File: src/rtl/io_uart_port_if.sv
// io_uart_port_if: CPU IO bus bundle between the core and the UART port.
// The master drives strobes, address and write data; the slave returns read data.
interface io_uart_port_if #(
    parameter int ADDR_W = 8
);
    logic              io_we;
    logic              io_re;
    logic [ADDR_W-1:0] io_addr;
    logic [31:0]       io_wdata;
    logic [31:0]       io_rdata;

    modport master (
        output io_we, io_re, io_addr, io_wdata,
        input  io_rdata
    );

    modport slave (
        input  io_we, io_re, io_addr, io_wdata,
        output io_rdata
    );
endinterface

File: src/rtl/io_uart_port.sv
// io_uart_port: memory-mapped 8N1 UART with TX, RX and a 4-register IO map.
// irr is a registered level built from rx_valid/tx_done and their enables.
module io_uart_port #(
    parameter int CLK_PER_BIT = 868,
    parameter int ADDR_W      = 8
) (
    input  logic          clk,
    input  logic          reset,
    io_uart_port_if.slave bus,
    output logic          irr,
    output logic          uart_tx,
    input  logic          uart_rx
);
    localparam int CW = $clog2(CLK_PER_BIT);
    localparam logic [CW-1:0] BIT_END  = CW'(CLK_PER_BIT - 1);
    localparam logic [CW-1:0] HALF_END = CW'(CLK_PER_BIT / 2 - 1);

    typedef enum logic [1:0] {IDLE, START, DATA, STOP} state_t;

    logic sel_tx, sel_st, sel_rx, sel_ct;
    logic wr_tx, wr_ct, rd_st, rd_rx;
    logic unused_wdata;

    assign sel_tx = bus.io_addr == ADDR_W'(0);
    assign sel_st = bus.io_addr == ADDR_W'(1);
    assign sel_rx = bus.io_addr == ADDR_W'(2);
    assign sel_ct = bus.io_addr == ADDR_W'(3);
    assign wr_tx  = bus.io_we & sel_tx;
    assign wr_ct  = bus.io_we & sel_ct;
    assign rd_st  = bus.io_re & sel_st;
    assign rd_rx  = bus.io_re & sel_rx;
    assign unused_wdata = ^bus.io_wdata[31:8];

    state_t        tx_st, tx_st_n;
    logic [CW-1:0] tx_cnt, tx_cnt_n;
    logic [2:0]    tx_idx, tx_idx_n;
    logic [7:0]    tx_shr, tx_shr_n;
    logic          tx_line_n, tx_fin, tx_busy, tx_done;

    assign tx_busy = tx_st != IDLE;

    always_comb begin
        tx_st_n   = tx_st;
        tx_cnt_n  = tx_cnt + 1'b1;
        tx_idx_n  = tx_idx;
        tx_shr_n  = tx_shr;
        tx_line_n = uart_tx;
        tx_fin    = 1'b0;
        unique case (tx_st)
            IDLE: begin
                tx_cnt_n = '0;
                if (wr_tx) begin
                    tx_st_n   = START;
                    tx_shr_n  = bus.io_wdata[7:0];
                    tx_line_n = 1'b0;
                end
            end
            START: if (tx_cnt == BIT_END) begin
                tx_st_n   = DATA;
                tx_cnt_n  = '0;
                tx_idx_n  = '0;
                tx_line_n = tx_shr[0];
            end
            DATA: if (tx_cnt == BIT_END) begin
                tx_cnt_n  = '0;
                tx_idx_n  = tx_idx + 3'd1;
                tx_shr_n  = {1'b0, tx_shr[7:1]};
                tx_line_n = tx_shr[1];
                if (tx_idx == 3'd7) begin
                    tx_st_n   = STOP;
                    tx_line_n = 1'b1;
                end
            end
            STOP: if (tx_cnt == BIT_END) begin
                tx_st_n   = IDLE;
                tx_cnt_n  = '0;
                tx_line_n = 1'b1;
                tx_fin    = 1'b1;
            end
            default: tx_st_n = IDLE;
        endcase
    end

    always_ff @(posedge clk or negedge reset) begin
        if (!reset) begin
            tx_st   <= IDLE;
            tx_cnt  <= '0;
            tx_idx  <= '0;
            tx_shr  <= '0;
            uart_tx <= 1'b1;
            tx_done <= 1'b0;
        end else begin
            tx_st   <= tx_st_n;
            tx_cnt  <= tx_cnt_n;
            tx_idx  <= tx_idx_n;
            tx_shr  <= tx_shr_n;
            uart_tx <= tx_line_n;
            if (tx_fin) tx_done <= 1'b1;
            else if (rd_st || wr_tx) tx_done <= 1'b0;
        end
    end

    state_t        rx_st, rx_st_n;
    logic [CW-1:0] rx_cnt, rx_cnt_n;
    logic [2:0]    rx_idx, rx_idx_n;
    logic [7:0]    rx_shr, rx_shr_n, rx_data;
    logic          rx_m, rx_s, rx_arm;
    logic          rx_commit, rx_ferr, rx_valid, rx_ovr;

    always_comb begin
        rx_st_n   = rx_st;
        rx_cnt_n  = rx_cnt + 1'b1;
        rx_idx_n  = rx_idx;
        rx_shr_n  = rx_shr;
        rx_commit = 1'b0;
        rx_ferr   = 1'b0;
        unique case (rx_st)
            IDLE: begin
                rx_cnt_n = '0;
                if (!rx_s && rx_arm) rx_st_n = START;
            end
            START: if (rx_cnt == HALF_END) begin
                rx_cnt_n = '0;
                rx_idx_n = '0;
                rx_st_n  = rx_s ? IDLE : DATA;
            end
            DATA: if (rx_cnt == BIT_END) begin
                rx_cnt_n = '0;
                rx_shr_n = {rx_s, rx_shr[7:1]};
                rx_idx_n = rx_idx + 3'd1;
                if (rx_idx == 3'd7) rx_st_n = STOP;
            end
            STOP: if (rx_cnt == BIT_END) begin
                rx_cnt_n  = '0;
                rx_st_n   = IDLE;
                rx_commit = rx_s;
                rx_ferr   = !rx_s;
            end
            default: rx_st_n = IDLE;
        endcase
    end

    // a framing error disarms start detection until the line returns high
    always_ff @(posedge clk or negedge reset) begin
        if (!reset) begin
            rx_m     <= 1'b1;
            rx_s     <= 1'b1;
            rx_arm   <= 1'b1;
            rx_st    <= IDLE;
            rx_cnt   <= '0;
            rx_idx   <= '0;
            rx_shr   <= '0;
            rx_data  <= '0;
            rx_valid <= 1'b0;
            rx_ovr   <= 1'b0;
        end else begin
            rx_m   <= uart_rx;
            rx_s   <= rx_m;
            rx_st  <= rx_st_n;
            rx_cnt <= rx_cnt_n;
            rx_idx <= rx_idx_n;
            rx_shr <= rx_shr_n;
            if (rx_ferr) rx_arm <= 1'b0;
            else if (rx_s) rx_arm <= 1'b1;
            if (rx_commit) begin
                rx_data  <= rx_shr;
                rx_valid <= 1'b1;
                rx_ovr   <= rd_rx ? 1'b0 : (rx_ovr | rx_valid);
            end else if (rd_rx) begin
                rx_valid <= 1'b0;
                rx_ovr   <= 1'b0;
            end
        end
    end

    logic [1:0]  ctrl;
    logic [31:0] rdata;

    assign bus.io_rdata = rdata;

    always_ff @(posedge clk or negedge reset) begin
        if (!reset) begin
            ctrl  <= '0;
            rdata <= '0;
            irr   <= 1'b0;
        end else begin
            if (wr_ct) ctrl <= bus.io_wdata[1:0];
            irr <= (rx_valid & ctrl[0]) | (tx_done & ctrl[1]);
            if (bus.io_re) begin
                unique case (1'b1)
                    sel_st:  rdata <= {29'b0, rx_ovr, rx_valid, tx_busy};
                    sel_rx:  rdata <= {24'b0, rx_data};
                    sel_ct:  rdata <= {30'b0, ctrl};
                    default: rdata <= '0;
                endcase
            end
        end
    end
endmodule

File: src/flat_wrapper.sv
// flat-port wrapper written by rule: the top's interface ports become plain ports
module io_uart_port_flat 
#(
    parameter int CLK_PER_BIT = 868,
    parameter int ADDR_W      = 8
)
  (clk, reset, irr, uart_tx, uart_rx, bus_io_we, bus_io_re, bus_io_addr, bus_io_wdata, bus_io_rdata);
  io_uart_port_if #(.ADDR_W(ADDR_W)) bus_i ();
  input  logic clk;
  input  logic reset;
  output logic irr;
  output logic uart_tx;
  input  logic uart_rx;
  input wire logic [$bits(bus_i.io_we)-1:0] bus_io_we;
  input wire logic [$bits(bus_i.io_re)-1:0] bus_io_re;
  input wire logic [$bits(bus_i.io_addr)-1:0] bus_io_addr;
  input wire logic [$bits(bus_i.io_wdata)-1:0] bus_io_wdata;
  output wire logic [$bits(bus_i.io_rdata)-1:0] bus_io_rdata;
  assign bus_i.io_we = bus_io_we;
  assign bus_i.io_re = bus_io_re;
  assign bus_i.io_addr = bus_io_addr;
  assign bus_i.io_wdata = bus_io_wdata;
  assign bus_io_rdata = bus_i.io_rdata;
  io_uart_port #(.CLK_PER_BIT(CLK_PER_BIT), .ADDR_W(ADDR_W)) u_core (.clk(clk), .reset(reset), .bus(bus_i), .irr(irr), .uart_tx(uart_tx), .uart_rx(uart_rx));
endmodule
File: config.mk
export PLATFORM = sky130hd
export DESIGN_NAME = io_uart_port_flat
export DESIGN_NICKNAME = d
export VERILOG_FILES = /design/src/rtl/io_uart_port_if.sv /design/src/rtl/io_uart_port.sv /design/src/flat_wrapper.sv
export SDC_FILE = /design/constraint.sdc
export NUM_CORES = 1
export LEC_CHECK = 0
export CORE_MARGIN = 1
export CORE_UTILIZATION = 50
export DETAILED_ROUTE_END_ITERATION = 7
export DONT_BUFFER_PORTS = 1
export PLACE_DENSITY = 0.7
export SKIP_CTS_REPAIR_TIMING = 1
export SLEW_MARGIN = 5
export SYNTH_ARGS = -nofsm -noshare
export SYNTH_HDL_FRONTEND = slang
export SYNTH_SLANG_ARGS = --single-unit
File: constraint.sdc
create_clock -name clk -period 2.4 [get_ports clk]
set_input_delay 0.72 -clock clk [delete_from_list [all_inputs] [get_ports clk]]
set_output_delay 0.72 -clock clk [all_outputs]
set_load 0.01 [all_outputs]
==> results.py, run 1 <==
metrics = {
    "cells_and_area": {
        "final_layout_size_suffix_gt1_frac": 0.219,
        "multi_input_area_um2": 1670,
        "final.fill_count": 574,
        "final-instance-count-excl-fill": 415,
        "areaGrowthSynthToFinish_pct": 5.06,
        "finalNetCount": 375,
        "fin_util": 0.554,
        "register_area_um2": 1810,
        "antenna_cells": 0,
    },
    "synth": {
        "ys_seq_area_frac": 0.494,
        "synth_ff_type": "dfrtp_1",
        "yosysTopAreaCell": "dfrtp_1",
        "yosysMostFrequentCell": "dfrtp_1",
        "yosysUniqueCellTypes": 52,
        "yosys.area.top_type_share": 0.465,
        "synth_area_leaders": "dfrtp_1 46%, mux2_2 11%, ha_1 5.5%",
        "syn_area_um2": 3660,
        "syn_inst": 312,
        "ys_ff_latch": 72,
        "syn_area_per_cell_um2": 11.7,
        "synthTopCellsByCount": "68 x dfrtp_1, 37 x mux2_2, 25 x nor2_1, 24 x buf_4",
        "synth-edff-count": 0,
        "synth_warnings": 0,
        "postSynth.asyncResetShare": 1.00,
    },
    "route": {
        "drtPass1Iterations": 4,
        "routedWlPerCell_um": 13.7,
        "detail-route-antenna-nets": 0,
        "wirelength_mm": 5.70,
        "num_vias": 2163,
        "vias_per_cell": 5.21,
        "drt_iter0_drc": 137,
        "drcViolationCount": 0,
    },
    "power_and_ir_drop": {
        "power_density_nw_per_um2": 886,
        "p_leak_uw": 0.00184,
        "ir_drop_mv": 0.683,
    },
    "worst_setup_path": {
        "crit-reg2reg-capture": "u_core.tx_shr[0]",
        "critPathRequiredTime_ns": 2.63,
        "r2r-start": "u_core.tx_st[0]",
        "crit_type": "flop to flop",
        "arrival_ns": 2.31,
        "r2r_cells": 5,
        "cp-end-kind": "flop",
        "startpoint_type": "flop",
        "crit_fanout": 13,
        "r2r_slack_ns": 0.33,
    },
    "timing": {
        "timing.fmax_ghz": 0.483,
        "skew_ns": 0.0143,
        "fin_crit_ns": 2.07,
        "setup-tns-final_ns": 0,
        "final.setup.worst_slack_ns": 0.328,
        "report.final.setup_viol": 0,
        "hold_viol_final": 0,
        "fin_crit_sh": 0.863,
        "maxSlewViolCount": 0,
        "rsz0062_at_grt": "no",
    },
    "run": {
        "maxCapViolations": 0,
    },
    "global_routing": {
        "grt_pass1_wl_mm": 9.76,
        "antenna_found_initial": 0,
        "grt-ovfl-total": 0,
        "grt_max_degree": 73,
        "grt_pass1_vias": 2101,
        "track_usage": 0.171,
    },
    "floorplanning": {
        "die_w_um": 87.6,
        "dieArea_um2": 7670,
        "ios": 79,
        "core_um2": 6940,
        "start_util": 0.527,
        "die_h_um": 87.6,
        "num_rows": 30,
    },
    "clocking": {
        "root_buffer": "clkbuf_8",
        "numCtsBuffers": 9,
        "cts_tree": "built",
        "cts_buffer_depth": 2,
        "htreeDepth": 3,
        "cts_sinks": 72,
        "clock_latency_ns": 0.36,
        "clk_pin_slew_ns": 0.09,
    },
    "worst_hold_path": {
        "hold_path.class": "input pin to asynchronous set/reset pin",
    },
    "placed_design": {
        "gp_congestion": 0.813,
        "dpl.hpwl_mm": 4.06,
        "placed_cells": 399,
        "place_ws_ns": 0.0921,
        "port_buffers": 0,
    },
    "run_status": {
        "status": "completed",
    },
}
==> report_power, final <==
part	switching (uW)	internal [uW]	leakage, uW
Combinational	511	477	0.000790
Sequential	129	1390	0.000953
Clock	501	396	0.0000927
==> worst max-delay path, stage by stage, from the launching register on <==
cell and delay [ns]:
dfrtp_1 0.42, inv_1 0.11, ha_1 0.44, nand4_1 0.17
a21oi_2 0.43, mux2_2 0.39
==> logic make-up after synthesis <==
| family | Yosys count | share of synthesized area |
|---|---|---|
| AOI/OAI and AO/OA | 36 | 0.0858 |
| and+or+nand+nor | 80 | 0.123 |
| other | 1 | 0.00102 |
| adders and majority gates | 16 | 0.0547 |
| DFF | 72 | 0.494 |
| muxes | 42 | 0.129 |
| xor gates and xnor gates | 16 | 0.0383 |
| buffers and inverters | 49 | 0.0752 |
==> worst max path at each step <==
stage / to / cells past startpoint / start
6_report: u_core.tx_shr[0] / 5 / u_core.tx_st[0]
5_1_grt: u_core.tx_shr[5] / 5 / u_core.tx_st[0]
4_1_cts: u_core.tx_shr[0] / 5 / u_core.tx_st[0]
3_5_place_dp: u_core.tx_shr[0] / 4 / bus_io_addr[7]
3_3_place_gp: u_core.tx_shr[4] / 4 / bus_io_addr[7]
2_1_floorplan: u_core.tx_shr[0] / 5 / bus_io_addr[0]
==> placed cells by master (no fill, tap or decap), types with 5 or more instances in the layout <==
master and count:
nand3_1 10, conb_1 24, a22o_1 10, clkbuf_8 9, dfrtp_1 68, inv_1 16, xor2_1 11, nand2_1 9
xnor2_1 5, mux2_2 37, o21ai_0 5, nand4_1 6, nor2_1 25, ha_1 16
==> sequential cells by signal (all words and copies together), names as in the netlist, named ones only <==
register and cells:
u_core.rx_idx 3, u_core.tx_cnt 10, u_core.tx_done 1, u_core.rx_s 1, u_core.rx_arm 1, u_core.rx_st 1
u_core.tx_st 2, u_core.tx_shr 8, u_core.rx_cnt 10, u_core.rx_shr 8, u_core.uart_tx 1, u_core.rx_valid 1
u_core.irr 1, u_core.tx_idx 3, u_core.rx_ovr 1, u_core.rx_data 8, u_core.ctrl 2, u_core.bus.io_rdata 8
u_core.rx_m 1
==> per-layer routing <==
metal | up-vias | part of all wire | global-route usage
li1 | 1054 | - | -
met1 | 1053 | 0.48 | 0.228
met2 | 47 | 0.46 | 0.256
met3 | 9 | 0.045 | 0.0518
met4 | 0 | 0.019 | 0.0849
met5 | - | 0 | 0
==> cell type report <==
type,instances,area share
clock buffers,9,0.0322
clock inverters,7,0.0163
inverters,16,0.0156
multi-input cells,214,0.433
flip-flops and latches,72,0.470
well taps,96,0.0312
repair buffers,1,0.00195
==> through the flow <==
step,hold slack [ns],total power (uW),cell area [um^2]
detailed placement,0.348,2540,3660
global placement,0.348,2510,3660
CTS,0.0333,3450,3850
global route,0.0299,3630,3850
floorplan,0.345,2390,3750
finish,0.0569,3410,3850
Power figures use the tool's default switching activity.
==> run 2, diff against run 1 <==
--- a/config.mk
+++ b/config.mk
@@ -5,6 +5,7 @@
 export SDC_FILE = /design/constraint.sdc
 export NUM_CORES = 1
 export LEC_CHECK = 0
+export ABC_CLOCK_PERIOD_IN_PS = 2400
 export CORE_MARGIN = 1
 export CORE_UTILIZATION = 50
 export DETAILED_ROUTE_END_ITERATION = 7
==> constraint.sdc (replaced) <==
create_clock -name clk -period 2.4 [get_ports clk]
set_input_delay 0 -clock clk [delete_from_list [all_inputs] [get_ports clk]]
set_output_delay 0 -clock clk [all_outputs]
set_load 0.01 [all_outputs]
==> run 2 against run 1 <==
  * Combinational power up 6%
  * Die area unchanged
  * Largest power group unchanged
  * Clock power increased by 20%
  * Utilization is 3.3 points higher
  * Via count grew 4.4%
  * Sequential share of layout area is 2.7 points lower
  * Worst hold slack worse by 0.046 ns
  * Setup slack better by 0.032 ns
  * Critical endpoint unchanged
==> results.py, run 2 (same netlist as run 1, synthesis figures left out) <==
metrics = {
    "global_routing": {
        "grt_pass1_vias": 2166,
        "grt_pass1_wl_mm": 10.3,
        "antenna_found_initial": 0,
        "track_usage": 0.178,
        "grt_max_degree": 73,
        "grt-ovfl-total": 0,
    },
    "clocking": {
        "numCtsBuffers": 9,
        "clock_latency_ns": 0.35,
        "root_buffer": "clkbuf_8",
        "clk_pin_slew_ns": 0.08,
        "cts_sinks": 72,
        "htreeDepth": 3,
        "cts_buffer_depth": 2,
        "cts_tree": "built",
    },
    "route": {
        "drt_iter0_drc": 92,
        "wirelength_mm": 6.28,
        "drcViolationCount": 0,
        "detail-route-antenna-nets": 0,
        "vias_per_cell": 5.23,
        "drtPass1Iterations": 4,
        "routedWlPerCell_um": 14.5,
        "num_vias": 2258,
    },
    "cells_and_area": {
        "top_regs": "u_core.rx_cnt x10, u_core.tx_cnt x10",
        "antenna_cells": 0,
        "final_layout_size_suffix_gt1_frac": 0.211,
        "finalInstanceArea_um2": 4080,
        "finalNetCount": 392,
        "areaGrowthSynthToFinish_pct": 11.4,
        "final_cell_mix": "68 x dfrtp_1, 37 x mux2_2, 25 x nor2_1",
        "mostFrequentLayoutCell": "dfrtp_1",
        "final-instance-count-excl-fill": 432,
    },
    "timing": {
        "fin_crit_ns": 2.04,
        "skew_ns": 0.00525,
        "hold_viol_final": 0,
        "maxSlewViolCount": 0,
        "timing.fmax_ghz": 0.490,
        "final.setup.worst_slack_ns": 0.359,
        "fin_crit_sh": 0.850,
        "report.final.setup_viol": 0,
        "rsz0062_at_grt": "no",
        "setup-tns-final_ns": 0,
    },
    "power_and_ir_drop": {
        "power_density_nw_per_um2": 897,
        "p_comb_frac": 0.288,
        "ir_drop_mv": 0.692,
        "pwr-share-seq": 0.417,
        "p_leak_uw": 0.00194,
        "switchingPower_uw": 1150,
        "p_int_uw": 2510,
        "sw_frac_of_total": 0.315,
        "power.share.clock": 0.295,
    },
    "floorplanning": {
        "start_util": 0.527,
        "die_h_um": 87.6,
        "ios": 79,
        "num_rows": 30,
        "core_um2": 6940,
        "dieArea_um2": 7670,
        "die_w_um": 87.6,
    },
    "worst_setup_path": {
        "r2r_slack_ns": 0.36,
        "cpMaxStageDelayCell": "dfrtp_1",
        "critPathRequiredTime_ns": 2.64,
        "crit_fanout": 12,
        "startpoint_type": "flop",
        "arrival_ns": 2.28,
        "slowest_delay_ns": 0.42,
        "crit_type": "flop to flop",
        "cp-end-kind": "flop",
        "worstPathCellList": "inv_1 > ha_1 > nand4_1 > a21oi_2 > mux2_2",
    },
    "run": {
        "maxCapViolations": 0,
    },
    "placed_design": {
        "place_ws_ns": 0.395,
        "dpl.hpwl_mm": 4.17,
        "port_buffers": 0,
        "gp_congestion": 0.815,
        "place_area_um2": 3660,
        "placed_cells": 399,
    },
    "worst_hold_path": {
        "hold_path.class": "input pin to flop",
    },
    "run_status": {
        "status": "completed",
    },
}
## run 2: critical path, delay by kind of cell (launching register included)
family	cells	cell delay, ns
adders and majority gates	1	0.42
AOI/OAI and AO/OA	1	0.41
buffers and inverters	1	0.13
muxes	1	0.39
DFF	1	0.42
and+or+nand+nor	1	0.16
## run 2: layer usage
layer  GRT usage  wire length (um)  part of all wire  vias to the layer above
met5           0                 0                 0                        -
met4      0.0849               120             0.019                        0
met3      0.0434               219             0.035                       11
met2       0.279              3040              0.48                       44
met1       0.234              2900              0.46                     1121
li1            -                 -                 -                     1082
## run 2: power by group through the flow
stage | combinational, uW | clock, uW | sequential [uW]
final | 1050 | 1080 | 1530
after global routing | 1170 | 1150 | 1550
after CTS | 1010 | 1100 | 1530
after detailed placement | 993 | 0 | 1550
after global placement | 969 | 0 | 1540
after floorplan | 878 | 0 | 1510
## run 2: worst paths after layout
| path | start | endpoint | depth (start not counted) |
|---|---|---|---|
| worst max-delay path | u_core.tx_st[0] | u_core.tx_shr[0] | 5 |
| worst min-delay path | bus_io_addr[1] | u_core.bus.io_rdata[1] | 4 |
| worst max register to register | u_core.tx_st[0] | u_core.tx_shr[0] | 5 |
| worst min register to register | u_core.rx_m | u_core.rx_s | 0 |
| max in group asynchronous | reset | u_core.rx_s | 2 |
| min in group asynchronous | reset | u_core.tx_idx[0] | 2 |
## run 2: area by class of cell
| cell class | instances | area, um^2 |
|---|---|---|
| Clock buffer | 10 | 138 |
| Clock inverter | 6 | 92.6 |
| Fill cell | 585 | 2870 |
| Multi-Input combinational cell | 214 | 1670 |
| Sequential cell | 72 | 1810 |
| Inverter | 16 | 60.1 |
| Timing Repair Buffer | 18 | 195 |
| Tap cell | 96 | 120 |
## run 2: through the flow
stage               total power (uW)  hold slack (ns)  utilization
finish                          3660           0.0107        0.587
global route                    3880           0.0227        0.587
CTS                             3640           -0.683        0.560
detailed placement              2540           -0.295        0.527
global placement                2510           -0.294        0.527
floorplan                       2390           -0.296            -
